File: src/rtl/cgra0_pe_in_reader.sv
// Input-side FIFO reader for a 7-thread round-robin PE. It pops words for live threads,
// delivers each word one cycle after its pop, and tracks 64-bit per-thread quantities.
module cgra0_pe_in_reader #(
  parameter int unsigned DATA_WIDTH  = 32,
  parameter int unsigned NUM_THREADS = 7,
  parameter int unsigned QTD_WIDTH   = 64,
  parameter int unsigned TID_W       = 3
) (
  input  logic                   clk,
  input  logic                   rst,
  input  logic                   en,
  input  logic [TID_W-1:0]       thread_idx,
  input  logic                   fifo_re_req,
  input  logic [TID_W-1:0]       thread_id,
  input  logic [QTD_WIDTH/2-1:0] qtd_low,
  input  logic                   qtd_we_low,
  input  logic [QTD_WIDTH/2-1:0] qtd_high,
  input  logic                   qtd_we_high,
  input  logic                   fifo_empty,
  output logic                   fifo_re,
  input  logic [DATA_WIDTH-1:0]  fifo_data_in,
  output logic [DATA_WIDTH-1:0]  data_out,
  output logic                   data_valid,
  output logic                   stall,
  output logic [NUM_THREADS-1:0] thread_done,
  output logic                   done_all
);

  localparam int unsigned HALF_W = QTD_WIDTH / 2;

  logic [QTD_WIDTH-1:0]   limit_q [NUM_THREADS];
  logic [QTD_WIDTH-1:0]   limit_d [NUM_THREADS];
  logic [QTD_WIDTH-1:0]   count_q [NUM_THREADS];
  logic [QTD_WIDTH-1:0]   count_d [NUM_THREADS];
  logic                   pop_q;
  logic                   pop_d;
  logic [DATA_WIDTH-1:0]  data_q;
  logic [DATA_WIDTH-1:0]  data_d;
  logic                   valid_q;
  logic                   valid_d;

  logic [NUM_THREADS-1:0] done_c;
  logic                   idx_ok_c;
  logic                   idx_done_c;
  logic                   live_c;
  logic                   fifo_re_c;
  logic                   stall_c;

  // Completion flags straight from the registered limit/count pairs.
  always_comb begin
    done_c = '0;
    for (int t = 0; t < int'(NUM_THREADS); t++) begin
      done_c[t] = (count_q[t] == limit_q[t]);
    end
  end

  // Slots beyond the last thread behave as permanently done.
  always_comb begin
    idx_ok_c   = (thread_idx < TID_W'(NUM_THREADS));
    idx_done_c = 1'b1;
    if (idx_ok_c) begin
      idx_done_c = done_c[thread_idx];
    end
    live_c    = fifo_re_req & ~idx_done_c;
    fifo_re_c = live_c & ~fifo_empty & en;
    stall_c   = live_c & fifo_empty;
  end

  // Configuration writes ignore en; a low-half write also re-arms the counter and beats a pop.
  always_comb begin
    for (int t = 0; t < int'(NUM_THREADS); t++) begin
      limit_d[t] = limit_q[t];
      count_d[t] = count_q[t];
      if (qtd_we_high && (thread_id == TID_W'(t))) begin
        limit_d[t][QTD_WIDTH-1:HALF_W] = qtd_high;
      end
      if (qtd_we_low && (thread_id == TID_W'(t))) begin
        limit_d[t][HALF_W-1:0] = qtd_low;
        count_d[t]             = '0;
      end else if (fifo_re_c && (thread_idx == TID_W'(t))) begin
        count_d[t] = count_q[t] + QTD_WIDTH'(1);
      end
    end
  end

  // Delivery stage: the popped word arrives one cycle later; a held pop survives en low.
  always_comb begin
    pop_d   = pop_q;
    data_d  = data_q;
    valid_d = valid_q;
    if (en) begin
      pop_d   = fifo_re_c;
      valid_d = pop_q;
      data_d  = pop_q ? fifo_data_in : '0;
    end
  end

  always_ff @(posedge clk) begin
    if (rst) begin
      for (int t = 0; t < int'(NUM_THREADS); t++) begin
        limit_q[t] <= '0;
        count_q[t] <= '0;
      end
      pop_q   <= 1'b0;
      data_q  <= '0;
      valid_q <= 1'b0;
    end else begin
      for (int t = 0; t < int'(NUM_THREADS); t++) begin
        limit_q[t] <= limit_d[t];
        count_q[t] <= count_d[t];
      end
      pop_q   <= pop_d;
      data_q  <= data_d;
      valid_q <= valid_d;
    end
  end

  assign fifo_re     = fifo_re_c;
  assign stall       = stall_c;
  assign data_out    = data_q;
  assign data_valid  = valid_q;
  assign thread_done = done_c;
  assign done_all    = &done_c;

endmodule

File: config.mk
export PLATFORM = sky130hd
export DESIGN_NAME = cgra0_pe_in_reader
export DESIGN_NICKNAME = d
export VERILOG_FILES = /design/src/rtl/cgra0_pe_in_reader.sv
export SDC_FILE = /design/constraint.sdc
export NUM_CORES = 2
export LEC_CHECK = 0
export CAP_MARGIN = 10
export CORE_MARGIN = 2
export CORE_UTILIZATION = 65
export CTS_CLUSTER_SIZE = 10
export DETAILED_ROUTE_END_ITERATION = 6
export DONT_BUFFER_PORTS = 1
export HOLD_SLACK_MARGIN = 0.1
export PLACE_DENSITY = 0.81
export SLEW_MARGIN = 25
export SYNTH_ARGS = -nofsm -noshare
export SYNTH_HDL_FRONTEND = slang
export SYNTH_SLANG_ARGS = --single-unit
File: constraint.sdc
create_clock -name clk -period 8.58 [get_ports clk]
set_clock_uncertainty 0.1 [all_clocks]
set_input_delay 1.287 -clock clk [delete_from_list [all_inputs] [get_ports clk]]
set_output_delay 1.287 -clock clk [all_outputs]
set_load 0.05 [all_outputs]
Yosys cells after proc, flatten, opt, wreduce, memory -nomap -nowiden. Memories as Yosys holds them, arrays and structs flattened. Cells that the tools add are included.

Flip-flop bits (word level): 34. Bits in latches: 0. Memory bits (writable): 896. Memory bits (read-only): 0. Bits of input ports: 109. Logic and storage cells: 126. Memories kept: 2.

Add/subtract/negate cells: 7. Multipliers: 0. Divide/modulo/power cells: 0. Magnitude comparators: 2. Equality and inequality tests: 19. Shift operators: 0. Mux-type cells: 49. Bitwise operators: 20. Reduce and logical (&&, ||, !) cells: 24.

Memory list: count_q (words 7, width 64, read ports 7, clocked after memory_dff 0, wr ports 7, line 33) `logic [QTD_WIDTH-1:0] count_q [NUM_THREADS];`; limit_q (words 7, width 64, read ports 7, clocked after memory_dff 0, wr ports 7, line 31) `logic [QTD_WIDTH-1:0] limit_q [NUM_THREADS];`.

Operators by type and width (count): 64-bit 2-to-1 mux (28); 32-bit 2-to-1 mux (15); 64-bit by 1-bit adder with 64-bit output, second input constant (7); 64-bit == test (7); 1-bit logical AND (21); 3-bit == test, second input constant (6); 1-bit bitwise OR (14); 3-bit by 2-bit == test with 1-bit output, second input constant (4); 7-bit AND reduction (1); 3-bit by 1-bit == test with 1-bit output, second input constant (2); 3-bit zero test (2); 1-bit 2-to-1 mux (5); 1-bit bitwise AND (4); 3-bit by 4-bit less-than comparator with 1-bit output, second input constant (1); 1-bit binary-select mux with 3-bit select (1); 3-bit less-than comparator, second input constant (1); 1-bit NOT (2).

Logic depth before layout (Yosys ltp).
Depth after elaboration: 12. Gate-level depth with buffers: 11. Gate-level depth less buffers: 8.

Least setup slack after synthesis. OpenSTA, ideal clock, no wires.

Path kind: register to output. Start point: memory count_q[2][17]. End point: output done_all. Arrival time: 4.010 ns. Required time: 7.193 ns. Setup slack: 3.183 ns. Cell stages (with the launch flop): 11. Path buffers: 3. Cells stage by stage: dfxtp_1 clkbuf_1 xnor2_1 nand4_1 nor4_1 nand4_1 inv_1 clkbuf_1 buf_1 nand4_1 nor4_1.

RTL lines: start: declaration (line 33); end: declaration (line 26) `output logic done_all`.

==> summary.txt <==
STA
  • Number of setup violations in the final report: 0
  • Relative slew slack: between 20 and 25%
  • Worst-Margin Slew: 1.17 ns
  • Crit share post-route: between 60% and 70%
  • Min Clock Period, post-route: approximately 5.6 ns
  • Final count of hold timing violations: 0
  • Setup TNS: 0 ns
  • Max-slew violation count: 0
  • RSZ-0062 raised after global routing: false
  • Max Clock Freq: between 0.15 and 0.2 GHz

Routing
  • DRT Pass-1 Iters: 7
  • Antenna-violating nets left: 0
  • DRC Markers: 0
  • Routed vias: between 40,000 and 50,000
  • Routed wire length: 148 mm
  • Post-DR vias/cell: ~6.6
  • Drt wl/cell: 23.7 um
  • Iter 0 DRT Violations: 5,339

Finish
  • Synthesis-to-finish area growth: 7.39%
  • Final nets: around 5,500
  • Most common cell after layout, fill and taps aside: nand2_1
  • Fill cells: 5,366
  • Design area: between 40,000 and 50,000 um2
  • Layout cell share with drive strength beyond 1: ~5.6%
  • Most frequent cells in the layout: nand2_1, dfxtp_1, a21oi_1
  • Non-Filler Instances: about 6,300

Min path
  • Hold Path Class: reg2reg
  • Hold depth: 2
  • Hold wc startpoint: limit_q[4][35]

Global routing
  • Vias in the first global route: about 37,000
  • Largest net degree at the start of global routing: roughly 540
  • GRT Util Overall: between 40% and 50%
  • Antenna violations before repair: 8
  • Remaining global-route overflow: 0
  • First-pass GRT wire length: 221 mm

Clocking
  • CTS buffer count: ~100
  • Clk_lat worst skew: around 0.67 ns
  • Clock root buffer: clkbuf_16
  • CTS Hold Buffers Added: 0
  • Post-cts resize count: 0
  • CTS tree: done
  • Reg clk slew, reported paths: around 0.06 ns
  • H-Tree Depth: 3
  • CTS sink cnt: 930
  • Setup bufs post-CTS: 0
  • CTS max path bufs: 3

Floorplanning
  • Initial core utilization: 65.6%
  • Die Ht: roughly 260 um
  • Rows: 95
  • Total die area: 69,700 um2
  • Top Ports: roughly 150
  • Die Width: 264 um
  • Core area: 67,000 um2

Synthesis
  • Synth Area in Simple Gates: between 20% and 30%
  • Yosys warns: 0
  • Fraction of synthesized area in multiplexers: around 1.1%
  • Seq/Total Area, Yosys: a little over two fifths
  • Synth async-reset ratio: 0%
  • Syn Area/Cell: approximately 8 um2
  • Syn nets: roughly 5,600
  • Synth Area in Adders: less than 1%
  • Unique masters post-synth: 70
  • Compound-Gate Fraction of Synth Area: a little over an eighth
  • Number of synthesized flops with an enable pin: 0
  • Syn Inst Count: around 5,500
  • Seq cells post-synth: 930
  • Ys flop type: dfxtp_1
  • Largest family of logic cells by synthesized area: simple AND/OR/NAND/NOR gates
  • Mapped Area: roughly 44,000 um2
  • Post-Synth XOR/XNOR Area: about 11%

Critical path
  • Critical path required time: a little over 7 ns
  • CP Data Arrival Time: about 4.2 ns
  • CP Capture Type: output pin
  • Worst R2R Start: count_q[4][58]
  • Crit path max fanout: 7
  • Crit path launch type: flip-flop
  • Critical path class: reg2out
  • Worst Reg2Reg Path Length in Cells: 9
  • Crit path from: count_q[5][24]

Run status
  • Outcome: completed

Placed design
  • Placed Cells: 6,110
  • Dpl hpwl: 96.2 mm
  • PortBufs: 0
  • Placed Area: approximately 44,000 um2
  • Routability cong.: approximately 0.98

Power and ir drop
  • P per Cell Area: between 150 and 200 nW/um2
  • Max VDD drop: approximately 0.00014 V
  • Leakage power: around 0.015 uW

Flow run
  • Max_cap viols: 0
[Yosys cell counts, drive strengths merged, types with 3 or more instances]
| master | instances | area [um2] |
|---|---|---|
| buf | 25 | 126 |
| o21ai | 109 | 546 |
| and4 | 71 | 626 |
| clkbuf | 304 | 1150 |
| o21a | 6 | 45.0 |
| inv | 106 | 398 |
| xnor2 | 518 | 4540 |
| o311ai | 3 | 26.3 |
| a41o | 27 | 270 |
| dfxtp | 930 | 18600 |
| a21o | 4 | 30.0 |
| nor2 | 262 | 993 |
| a31o | 58 | 508 |
| o211ai | 19 | 143 |
| nor4b | 8 | 70.1 |
| or4b | 3 | 30.0 |
| and2 | 40 | 251 |
| mux2i | 47 | 470 |
| nand4 | 291 | 1860 |
| or4 | 99 | 747 |
| or3 | 138 | 885 |
| a22oi | 33 | 248 |
| nor2b | 7 | 43.8 |
| a31oi | 25 | 156 |
| ha | 7 | 87.6 |
| nand2 | 1172 | 4410 |
| nand3b | 3 | 35.0 |
| or2 | 5 | 31.3 |
| a21oi | 685 | 3430 |
| and3 | 72 | 453 |
| o31ai | 72 | 541 |
| nand4b | 8 | 70.1 |
| nor4 | 94 | 637 |
| nor3 | 53 | 280 |
| nand2b | 13 | 81.3 |
| xor2 | 33 | 289 |
| a211oi | 4 | 30.0 |
| nand3 | 144 | 731 |
[worst paths after layout]
kind,end,slack (ns)
worst min-delay path,limit_q[4][35],0.37
worst min register to register,limit_q[4][35],0.37
worst max register to register,count_q[4][23],4.72
worst max-delay path,stall,2.97
[per-stage QoR]
step | hold WS (ns) | setup slack (ns) | utilization [%] | total power [uW]
2_1_floorplan | 0.342 | 3.18 | - | 4820
3_3_place_gp | 0.353 | 4.01 | 66.1 | 4890
3_5_place_dp | 0.359 | 3.90 | 66.1 | 4900
4_1_cts | 0.366 | 3.16 | 70.3 | 8740
5_1_grt | 0.379 | 2.92 | 70.4 | 8950
6_report | 0.366 | 2.97 | 70.4 | 8750
[cell type report]
type	instances	area (um2)	share of cell area [%]
antenna	13	32.5	0.0689
multi-input combinational	4141	23800	50.4
timing repair buffer	60	478	1.01
clock buffer	121	2730	5.78
tap	873	1090	2.31
inverter	107	402	0.851
clock inverter	6	75.1	0.159
sequential	930	18600	39.4
[metal layers]
layer / GRT usage (%) / vias to the layer above / share of wire [%]
met5: 0 / - / 0.035
met4: 26.4 / 6 / 7.1
met3: 11.1 / 513 / 13
met2: 60.9 / 2400 / 43
met1: 53.1 / 19500 / 37
li1: - / 19000 / -
[worst max-delay path: stages, from the launching register on]
cell and delay (ns):
dfxtp_1 0.45, xnor2_1 0.20, nand4_1 0.13, nor4_1 0.45
nand4_1 0.39, inv_1 0.61, o21ai_0 0.19, a211oi_1 0.80
nor3_2 0.34
[flip-flops by register name, indices dropped and copies added, names as in the netlist]
signal,cells
count_q,448
limit_q,448
data_valid,1
data_out,32
pop_q,1
[power breakdown]
| part | leakage, uW | internal [uW] | switching, uW | total (uW) |
|---|---|---|---|---|
| clock | 0.00137 | 2210 | 1710 | 3920 |
| sequential | 0.00751 | 4370 | 39.9 | 4410 |
| combinational | 0.00606 | 118 | 302 | 420 |
[logic make-up (layout without fill, tap and decap cells)]
kind of cell	Yosys count	in the layout
adders and majority gates	7	7
and+or+nand+nor	2485	2485
AOI/OAI and AO/OA	1051	1051
DFF	930	930
muxes	47	47
buffers and inverters	437	294
xor gates and xnor gates	551	551
other	0	13
Power figures use the tool's default switching activity.
